$ cat config.mk
export PLATFORM = sky130hd
export DESIGN_NAME = stack_arbiter_flat
export DESIGN_NICKNAME = d
export VERILOG_FILES = /design/src/rtl/stack_arbiter_if.sv /design/src/rtl/stack_arbiter.sv /design/src/flat_wrapper.sv
export SDC_FILE = /design/constraint.sdc
export NUM_CORES = 1
export LEC_CHECK = 0
export ABC_CLOCK_PERIOD_IN_PS = 2100
export CAP_MARGIN = 20
export CORE_MARGIN = 5
export CORE_UTILIZATION = 43
export CTS_CLUSTER_SIZE = 40
export DETAILED_ROUTE_END_ITERATION = 8
export GPL_ROUTABILITY_DRIVEN = 1
export PLACE_DENSITY = 0.77
export RECOVER_POWER = 50
export SETUP_SLACK_MARGIN = 0.2
export SYNTH_ARGS = -nofsm -noshare
export SYNTH_HDL_FRONTEND = slang
export SYNTH_SLANG_ARGS = --single-unit
$ cat constraint.sdc
create_clock -name clk -period 2.1 [get_ports clk]
set_clock_uncertainty 0.1 [all_clocks]
set_input_delay 0.42 -clock clk [delete_from_list [all_inputs] [get_ports clk]]
set_output_delay 0.42 -clock clk [all_outputs]
set_load 0.01 [all_outputs]
$ cat src/rtl/stack_arbiter_if.sv
// Requester and stack-port bundle for stack_arbiter.
// master: requesters plus stack storage side; slave: the arbiter.
// Every signal is a plain wire-level handshake, with no flow control beyond req/done/nak.
interface stack_arbiter_if #(parameter int WIDTH = 2);
  logic             req0, req1;
  logic             op0, op1;
  logic [WIDTH-1:0] din0, din1;
  logic             gnt0, gnt1;
  logic             done0, done1;
  logic             nak0, nak1;
  logic [WIDTH-1:0] dout;
  logic             stk_push, stk_pop;
  logic [WIDTH-1:0] stk_din;
  logic [WIDTH-1:0] stk_dout;
  logic             stk_full, stk_empty;

  modport master (
    output req0, req1, op0, op1, din0, din1, stk_dout, stk_full, stk_empty,
    input  gnt0, gnt1, done0, done1, nak0, nak1, dout, stk_push, stk_pop, stk_din
  );

  modport slave (
    input  req0, req1, op0, op1, din0, din1, stk_dout, stk_full, stk_empty,
    output gnt0, gnt1, done0, done1, nak0, nak1, dout, stk_push, stk_pop, stk_din
  );
endinterface

$ cat src/rtl/stack_arbiter.sv
// Round-robin arbiter giving two requesters push/pop access to one stack.
// Latency req->done: push 3, pop 4, nak 3 cycles; a requester holds req until done/nak.
// Optional STACK_ARB_STATS_EN adds a saturating 8-bit nak counter output (nak_cnt).
module stack_arbiter #(
  parameter int WIDTH = 2
) (
  input  logic           clk,
  input  logic           rst,
  stack_arbiter_if.slave bus
`ifdef STACK_ARB_STATS_EN
  ,
  output logic [7:0]     nak_cnt
`endif
);

  typedef enum logic [1:0] {IDLE, ISSUE, CAPT, RESP} state_t;

  state_t           state, state_nxt;
  logic             idx;       // granted requester
  logic             op_r;      // 1 = push
  logic             ok_r;      // operation accepted by the stack
  logic             last;      // last-served requester
  logic [WIDTH-1:0] din_r;
  logic [WIDTH-1:0] dout_r;
  logic             any_req;
  logic             win;
  logic             issue_ok;
  logic             gnt_on;
  logic             resp_done, resp_nak;
  logic             push, pop;

  // Round-robin pick: a lone request wins, a tie goes to the requester not served last.
  always_comb begin
    any_req = bus.req0 | bus.req1;
    win     = 1'b0;
    if (bus.req0 && bus.req1) win = ~last;
    else if (bus.req1)        win = 1'b1;
  end

  assign issue_ok = op_r ? ~bus.stk_full : ~bus.stk_empty;

  // Next-state and per-state strobes; grant in IDLE is combinational so it shows in the request cycle.
  always_comb begin
    state_nxt = state;
    gnt_on    = 1'b0;
    resp_done = 1'b0;
    resp_nak  = 1'b0;
    push      = 1'b0;
    pop       = 1'b0;
    case (state)
      IDLE: begin
        if (any_req && !rst) begin
          gnt_on    = 1'b1;
          state_nxt = ISSUE;
        end
      end
      ISSUE: begin
        gnt_on = 1'b1;
        if (issue_ok) begin
          push = op_r;
          pop  = ~op_r;
        end
        state_nxt = (issue_ok && !op_r) ? CAPT : RESP;
      end
      CAPT: begin
        gnt_on    = 1'b1;
        state_nxt = RESP;
      end
      RESP: begin
        gnt_on    = 1'b1;
        resp_done = ok_r;
        resp_nak  = ~ok_r;
        state_nxt = IDLE;
      end
      default: state_nxt = IDLE;
    endcase
  end

  // The grant index in IDLE is the live winner; afterwards it is the latched one.
  assign bus.gnt0     = gnt_on & ((state == IDLE) ? ~win : ~idx);
  assign bus.gnt1     = gnt_on & ((state == IDLE) ?  win :  idx);
  assign bus.done0    = resp_done & ~idx;
  assign bus.done1    = resp_done &  idx;
  assign bus.nak0     = resp_nak  & ~idx;
  assign bus.nak1     = resp_nak  &  idx;
  assign bus.stk_push = push;
  assign bus.stk_pop  = pop;
  assign bus.stk_din  = din_r;
  assign bus.dout     = dout_r;

  // State register plus the operation latched at grant; reset abandons any operation in flight.
  always_ff @(posedge clk or posedge rst) begin
    if (rst) begin
      state  <= IDLE;
      idx    <= 1'b0;
      op_r   <= 1'b0;
      ok_r   <= 1'b0;
      last   <= 1'b1;
      din_r  <= '0;
      dout_r <= '0;
    end else begin
      state <= state_nxt;
      if (state == IDLE && any_req) begin
        idx   <= win;
        last  <= win;
        op_r  <= win ? bus.op1  : bus.op0;
        din_r <= win ? bus.din1 : bus.din0;
      end
      if (state == ISSUE) ok_r <= issue_ok;
      // Stack read data is registered at the pop edge, so it is valid during CAPT.
      if (state == CAPT) dout_r <= bus.stk_dout;
    end
  end

`ifdef STACK_ARB_STATS_EN
  // Count nak pulses, saturating at all-ones.
  always_ff @(posedge clk or posedge rst) begin
    if (rst) nak_cnt <= 8'd0;
    else if (resp_nak && nak_cnt != 8'hFF) nak_cnt <= nak_cnt + 8'd1;
  end
`endif

endmodule

$ cat src/flat_wrapper.sv
// flat-port wrapper written by rule: the top's interface ports become plain ports
module stack_arbiter_flat 
#(
  parameter int WIDTH = 2
)
  (clk, rst, bus_req0, bus_req1, bus_op0, bus_op1, bus_din0, bus_din1, bus_stk_dout, bus_stk_full, bus_stk_empty, bus_gnt0, bus_gnt1, bus_done0, bus_done1, bus_nak0, bus_nak1, bus_dout, bus_stk_push, bus_stk_pop, bus_stk_din);
  stack_arbiter_if #(.WIDTH(WIDTH)) bus_i ();
  input  logic clk;
  input  logic rst;
  input wire logic [$bits(bus_i.req0)-1:0] bus_req0;
  input wire logic [$bits(bus_i.req1)-1:0] bus_req1;
  input wire logic [$bits(bus_i.op0)-1:0] bus_op0;
  input wire logic [$bits(bus_i.op1)-1:0] bus_op1;
  input wire logic [$bits(bus_i.din0)-1:0] bus_din0;
  input wire logic [$bits(bus_i.din1)-1:0] bus_din1;
  input wire logic [$bits(bus_i.stk_dout)-1:0] bus_stk_dout;
  input wire logic [$bits(bus_i.stk_full)-1:0] bus_stk_full;
  input wire logic [$bits(bus_i.stk_empty)-1:0] bus_stk_empty;
  output wire logic [$bits(bus_i.gnt0)-1:0] bus_gnt0;
  output wire logic [$bits(bus_i.gnt1)-1:0] bus_gnt1;
  output wire logic [$bits(bus_i.done0)-1:0] bus_done0;
  output wire logic [$bits(bus_i.done1)-1:0] bus_done1;
  output wire logic [$bits(bus_i.nak0)-1:0] bus_nak0;
  output wire logic [$bits(bus_i.nak1)-1:0] bus_nak1;
  output wire logic [$bits(bus_i.dout)-1:0] bus_dout;
  output wire logic [$bits(bus_i.stk_push)-1:0] bus_stk_push;
  output wire logic [$bits(bus_i.stk_pop)-1:0] bus_stk_pop;
  output wire logic [$bits(bus_i.stk_din)-1:0] bus_stk_din;
  assign bus_i.req0 = bus_req0;
  assign bus_i.req1 = bus_req1;
  assign bus_i.op0 = bus_op0;
  assign bus_i.op1 = bus_op1;
  assign bus_i.din0 = bus_din0;
  assign bus_i.din1 = bus_din1;
  assign bus_i.stk_dout = bus_stk_dout;
  assign bus_i.stk_full = bus_stk_full;
  assign bus_i.stk_empty = bus_stk_empty;
  assign bus_gnt0 = bus_i.gnt0;
  assign bus_gnt1 = bus_i.gnt1;
  assign bus_done0 = bus_i.done0;
  assign bus_done1 = bus_i.done1;
  assign bus_nak0 = bus_i.nak0;
  assign bus_nak1 = bus_i.nak1;
  assign bus_dout = bus_i.dout;
  assign bus_stk_push = bus_i.stk_push;
  assign bus_stk_pop = bus_i.stk_pop;
  assign bus_stk_din = bus_i.stk_din;
  stack_arbiter #(.WIDTH(WIDTH)) u_core (.clk(clk), .rst(rst), .bus(bus_i));
endmodule
# == Word-level counts from Yosys, hierarchy flattened ==
# Cells that the tools add are included.
# op_classes
n_eq_ne,4
n_mux,18
bitwise,14
reduce_logical,8
# op_table
cell,n
two-way mux 1 bit,14
one-hot mux 2 bit (4 select lines),1
inverter 1 bit,7
bitwise AND 1 bit,6
"== test 2 bit, second input constant",2
logical AND 1 bit,4
two-way mux 2 bit,2
OR reduction 3 bit,1
"== test 2 x 1 -> 1 bit, second input constant",1
zero test 1 bit,2
zero test 2 bit,1
"!= test 2 x 1 -> 1 bit, second input constant",1
one-hot mux 1 bit (2 select lines),1
OR 1 bit,1
# word_totals
regBits,10
in_bits,14

# == Longest topological paths before layout ==
# Gate-level depths: netlist of run 1.
# depth
depth_word,5
depth_mapped,6

# == Least setup slack after synthesis of run 1 ==
# No wires, ideal clock.
# synth_path
path_type,register to output
from,reg u_core.state[0]
to,out bus_gnt0
arrival_ns,1.282
required_ns,1.580
setup_slack_ns,0.298
path_stages_with_launch,6
path_cell_list,dfrtp_1 -> inv_1 -> ha_1 -> buf_2 -> nand2_1 -> o32ai_1
# synth_via
elab_chain_cells,4
# synth_rtl
item,line,source
start: declaration,stack_arbiter.sv:18,"state_t state, state_nxt;"
start signal: assignment,stack_arbiter.sv:102,state <= state_nxt;
== test 2 bit / == test 2 x 1 -> 1 bit (equally long branches),stack_arbiter.sv:50,case (state)
OR reduction 3 bit (no line),-,
one-hot mux 1 bit (2 select lines),stack_arbiter.sv:50,
bitwise AND 1 bit *,stack_arbiter.sv:80,assign bus.gnt0 = gnt_on & ((state == IDLE) ? ~win : ~idx);
end: declaration,flat_wrapper.sv:19,output wire logic [$bits(bus_i.gnt0)-1:0] bus_gnt0;
# Mark *: on every way between the ends. The rest lies on a longest branch, timed or not.

# == Worst setup path after layout of run 1 ==
# layout_path
from,reg u_core.state[1]
to,out bus_gnt0
# Same word-level chain as after synthesis.

==> summary.md, run 1 <==
| Metric | Value |
|---|---|
| Finished layout cell area | 992.2 sq um |
| Detailed Routing Iterations Pass 1 | 4 |
| Switching share of total power | 39.04% |
| P per Cell Area | 1358 nW/um^2 |
| P_sw | between 0.0005 and 0.0006 W |
| Crit path DAT | 1.39 ns |
| Largest net degree at the start of global routing | 11 |
| Final Power | 0.001347 W |
| Grt ovf | 0 |
| Antenna-violating nets left | 0 |
| Post-synthesis register bit count | 10 |
| Initial Util | 46.53% |
| Setup-failing EPs final | 0 |
| Status | completed |
| Number of max-cap violations | 0 |
| Post-DP HPWL | 1.276 mm |
| Core footprint | approximately 1300 sq um |
| Via-per-instance ratio | ~5.1 |
| Crit path largest cell delay | around 0.38 ns |
| F_max | around 520 MHz |
| Synthesized area | 613.1 sq um |
| GP Congestion | 0.7186 |
| Clk_lat worst skew | 0.26 ns |
| Slowest cell on the critical path | dfrtp_1 |
| Avg Cell Area, Syn | a little over 10 sq um |
| Inserted Clock Buffers | 3 |
| DRC violations left | 0 |
| # clock sinks | 10 |
| Kind of start point of the critical path | flop |
| Via count | approximately 590 |
| Fin util | 75.31% |
| Clock-pin slew on the worst setup and hold paths | 0.07 ns |
| Combinational power share | approximately 61% |
| Register area share after synthesis | 41.02% |
| Area of the die | 2281 sq um |
| Die height | 47.76 um |
| Initial antenna violation count | 0 |
| IO Port Bufs | 25 |
| Share of cells above drive strength 1 | 34.65% |
| Final #Nets | 121 |
| Synth cell types | 26 |
| CTS root buf | clkbuf_4 |
| GRT Total Usage | 15.51% |
| First-iteration detailed-routing DRC count | 16 |
| Placed cell areas | 967.2 sq um |
| Die X | approximately 48 um |
| CP Max Fanout | 4 |
| Final wirelength | 1.610 mm |
| WL/cell | 13.88 um |
| Final Hold Viols | 0 |
| Worst Tran Pin Value | 0.4027 ns |
| Bufs on Longest Clock Path | 2 |
| Slew HR | roughly 73% |
| CP cell instances | inv_1, ha_4, nand2_1, o32ai_2, buf_2 |
| Share of power burned in registers | 28.9% |
| WP data required | 1.58 ns |
| # IOs | 26 |
| Ant diodes | 0 |
| First-pass GRT wire length | 2.463 mm |
| Most frequent cells in the layout | clkdlybuf4s50_1, buf_4, dfrtp_1 |
| Peak supply drop | 0.0008533 V |
| Vias in the first global route | 582 |
| Synth Net Count | 79 |
| Leakage | 0.4716 nW |
| H-tree depth | 1 |
| Yosys Warn Count | 0 |
| Tmin final | ~1.9 ns |
| Gate Count Post-Synth | 60 |
| Hold Path Class | primary input to async pin |
| RSZ-0062 raised after global routing | true |
| Commonest non-fill, non-tap cell in the layout | clkdlybuf4s50_1 |
| CTS tree | built |
| Final worst path period share | between 90% and 100% |
| Pint | roughly 0.00082 W |
| Max Slew Vio Count | 0 |
| Clock share of power | 10.5% |
| WS Path Type | flop to primary output |
| Num rows | 13 |
| Hold WS | just under 0.4 ns |
| Synth-to-layout area growth | 61.84% |
| Endpoint type of the worst setup path | primary output |
| FILL cells | 97 |
## critical path: cells and delay by family (launching register included)
kind	cells	cell delay, ns
AO/OA/AOI/OAI	1	0.21
adder cells (fa/ha/maj)	1	0.17
buffers and inverters	2	0.28
flip-flops	1	0.38
AND/OR/NAND/NOR	1	0.08
## state kept, by name, summed over array words and instances (netlist names)
signal,flops
u_core.bus.dout,2
u_core.bus.stk_din,2
u_core.idx,1
u_core.last,1
u_core.ok_r,1
u_core.op_r,1
u_core.state,2
## worst paths after layout
path	startpoint	end	slack [ns]	cells after the start
worst max-delay path	u_core.state[1]	bus_gnt0	0.19	5
worst min-delay path	rst	u_core.state[1]	0.40	3
worst max register to register	u_core.state[1]	u_core.state[1]	0.57	5
worst min register to register	u_core.bus.stk_din[1]	u_core.bus.stk_din[1]	0.41	2
max in group asynchronous	rst	u_core.last	1.19	3
min in group clk	u_core.bus.stk_din[1]	u_core.bus.stk_din[1]	0.41	2
## final cells by class
class / instances / area (sq um) / area share (%)
sequential: 10 / 251.5 / 25.35
tap: 15 / 18.77 / 1.892
inverter: 4 / 15.01 / 1.513
timing repair buffer: 38 / 289.0 / 29.13
clock buffer: 4 / 26.28 / 2.648
multi-input combinational: 45 / 391.6 / 39.47
## kinds of logic (layout without fill, tap and decap cells)
logic type	count (synthesis)	count (layout)	synth area share, %
buffers and inverters	5	46	3.264
DFF	10	10	41.02
adders and majority gates	5	5	10.20
AOI/OAI and AO/OA	15	15	17.55
muxes	8	8	14.49
and+or+nand+nor	17	17	13.47
## power by group through the flow
stage	Clock [W]	Sequential, W	Combinational [W]
after floorplan	0	0.000399	0.000398
after detailed placement	0	0.000385	0.000811
after global placement	0	0.000379	0.000787
final	0.000141	0.000389	0.000817
after CTS	0.000141	0.000388	0.000829
after global routing	0.000157	0.000409	0.000887
## routing by layer
layer	vias to the layer above	routed length, um	track usage (%)
li1	296	-	-
met1	271	667	19.26
met2	21	830	26.91
met3	0	113	3.008
met4	0	0	4.839
met5	-	0	0
## synth_stat cells
cell type	n	area share, %
a2bb2oi_1	1	1.4
nor2_1	3	1.8
o21ai_2	1	1.4
mux2_4	1	2.4
o21ai_0	1	0.82
a31oi_1	1	1.0
o32ai_1	1	1.4
and3_1	1	1.0
nand2_1	8	4.9
and3b_1	1	1.4
nor3b_1	2	2.4
o21a_1	1	1.2
ha_1	5	10
mux2i_1	4	6.5
o21ai_1	4	3.3
dfrtp_1	9	37
inv_1	4	2.4
a21bo_4	1	2.7
a21oi_1	2	1.6
nor2b_1	1	1.0
nor3_1	1	0.82
o31ai_1	1	1.2
buf_2	1	0.82
mux2_2	3	5.5
dfstp_2	1	4.3
o2bb2ai_1	1	1.4
## metrics by stage
stage,setup TNS [ns],std cells,setup WS (ns)
finish,0,116,0.1892
global route,0,116,0.1140
CTS,0,115,0.1901
detailed placement,-0.8030,111,-0.3941
global placement,-0.6303,111,-0.3079
floorplan,0,60,0.2983
## what timing repair did
item / CTS / global route
endpoints found under the setup margin: 8 / 6
pin swaps: 1 / 2
hold buffers: 0 / 0
endpoints found under the hold margin: 0 / 0
buffers inserted: 0 / 1
resized for setup: 41 / 5
Note: power is estimated with default switching activity, not from simulation.
==> run 2: changes to the inputs <==
SLEW_MARGIN = 20   (was default)
==> results of run 2 <==
Same layout as run 1: the final DEF is identical, and so are final timing and power.
==> run 3: changes to the inputs <==
CTS_CLUSTER_SIZE = 14   (was 40)
SKIP_LAST_GASP = 1   (was default)
==> results of run 3 <==
Same layout as run 1: the final DEF is identical, and so are final timing and power.
==> patch, RTL diff (flow settings as in run 2) <==
Encoding of `state_t`: now Gray code (2 bits for 4 states).
--- a/src/rtl/stack_arbiter.sv
+++ b/src/rtl/stack_arbiter.sv
@@ -13,7 +13,7 @@
 `endif
 );
 
-  typedef enum logic [1:0] {IDLE, ISSUE, CAPT, RESP} state_t;
+  typedef enum logic [1:0] {IDLE = 2'b00, ISSUE = 2'b01, CAPT = 2'b11, RESP = 2'b10} state_t;
 
   state_t           state, state_nxt;
   logic             idx;       // granted requester
Function: same outputs for any inputs over 10 cycles, from zero or initial values and one cycle with rst high; not proved beyond that.
==> patch against run 2 <==
  * Setup slack worse by 0.040 ns
  * Critical path depth unchanged
  * Fmax down 2.1%
  * Total power down 27%
  * Sequential cell count unchanged
  * Routed wire length down 10%
  * Area after synthesis down 13%
  * Final area down 7.6%
  * First-iteration DRC count down 63%
  * Critical endpoint is now bus_gnt1
==> patch: results (changes against run 2) <==
INFO  metric fillers = 87 (-10%)
INFO  metric drive_above_1_share = 26.4% (-8.3 points)
INFO  metric reg2reg_to = u_core.bus.stk_din[0]
INFO  metric route.final.wire_length = 1450 microns (-10%)
INFO  metric seq_area_frac_synth = 47.2% (+6.2 points)
INFO  metric highest_layer = met4
INFO  metric met1_length = 609 microns (-8.7%)
INFO  metric total_leakage_power = 0.466 nW (-1.1%)
INFO  metric grt_first_pass_wirelength = 2260 microns (-8.4%)
INFO  metric hold-worst-slack = 0.387 ns (-0.00760 ns)
INFO  metric globalRouteMet2Util = 23.7% (-3.2 points)
INFO  metric detailed_place.area = 865 sq um (-11%)
INFO  metric post_cts_resized = 11 (-73%)
INFO  metric worst_case_register_to_register_setup_slack = 0.41 ns (-0.16 ns)
INFO  metric grt_pass1_vias = 560 (-3.8%)
INFO  metric startpoint = u_core.state[0]
INFO  metric drt_pre_antenna_iters = 2 (-2)
INFO  metric use_met3 = 3.98% (+0.98 points)
INFO  metric final_net_count = 106 (-12%)
INFO  metric dpl_worst_slack = -0.261 ns (+0.133 ns)
INFO  metric post_synth.cell_area_avg = 10.5 sq um (+2.3%)
INFO  metric gp_congestion = 0.753 (+4.7%)
INFO  metric grt_util_overall = 15.5% (-0.035 points)
INFO  metric placed_cells = 98 (-12%)
INFO  metric post_synthesis_net_count = 65 (-18%)
INFO  metric status = finished, final reports clean
INFO  metric via_count = 539 (-8.3%)
INFO  metric timing_worst_slew_pin_value = 0.561 ns (+0.158 ns)
INFO  metric synthDistinctLibCells = 22 (-15%)
INFO  metric gr-usage-met1 = 18.5% (-0.72 points)
INFO  metric worstReg2RegStart = u_core.last
INFO  metric drt_iter0_drc = 6 (-10)
INFO  metric clock.fmax = 513 MHz (-2.1%)
INFO  metric met2RoutedLength = 689 microns (-17%)
[patch: cell count changes in the layout (fill, tap and decap cells not counted), moves of 3 or more]
cell and delta:
dlymetal6s2s_1 +4, o21ai_1 -3, nand2_1 -3, mux2i_1 -4, buf_2 -6, mux2_1 +6
[patch: stage by stage]
step / power [mW] / util (%)
after global routing: 1.06 / 80.4
final: 0.987 / 80.4
after global placement: 0.796 / 75.8
after CTS: 0.974 / 78.2
after floorplan: 0.557 / -
after detailed placement: 0.806 / 75.8
[patch: worst min path at each step]
stage,from,endpoint,cells after the start
global placement,u_core.bus.dout[1],u_core.bus.dout[1],1
detailed placement,u_core.bus.dout[0],u_core.bus.dout[0],1
CTS,u_core.bus.dout[0],u_core.bus.dout[0],1
floorplan,rst,u_core.bus.dout[0],1
finish,rst,u_core.bus.dout[0],3
global route,u_core.bus.stk_din[1],u_core.bus.stk_din[1],1
[patch: area by class of cell]
| cell class | instances | share of cell area [%] |
|---|---|---|
| repair buffers | 37 | 35.2 |
| multi-input cells | 38 | 30.7 |
| flip-flops and latches | 10 | 27.4 |
| clock buffers | 4 | 3.96 |
| well taps | 14 | 1.91 |
| inverters | 2 | 0.819 |
[patch: cells by family (layout without fill, tap and decap cells)]
logic type,Yosys count,count (layout),synth area share (%)
and+or+nand+nor,19,19,18.8
muxes,9,9,19.0
DFF,10,10,47.2
AOI/OAI and AO/OA,10,10,12.9
buffers and inverters,3,43,2.11
[patch: worst max-delay path: stages (launching register included)]
cell and delay [ns]:
dfrtp_1 0.41, buf_4 0.15, clkbuf_1 0.16, o21ai_2 0.16, nand2_1 0.06, clkdlybuf4s15_1 0.23
[patch: power breakdown]
group          internal (mW)  switching (mW)
Clock                  0.105          0.0730
Combinational          0.257           0.183
Sequential             0.286          0.0831
Total                  0.648           0.339
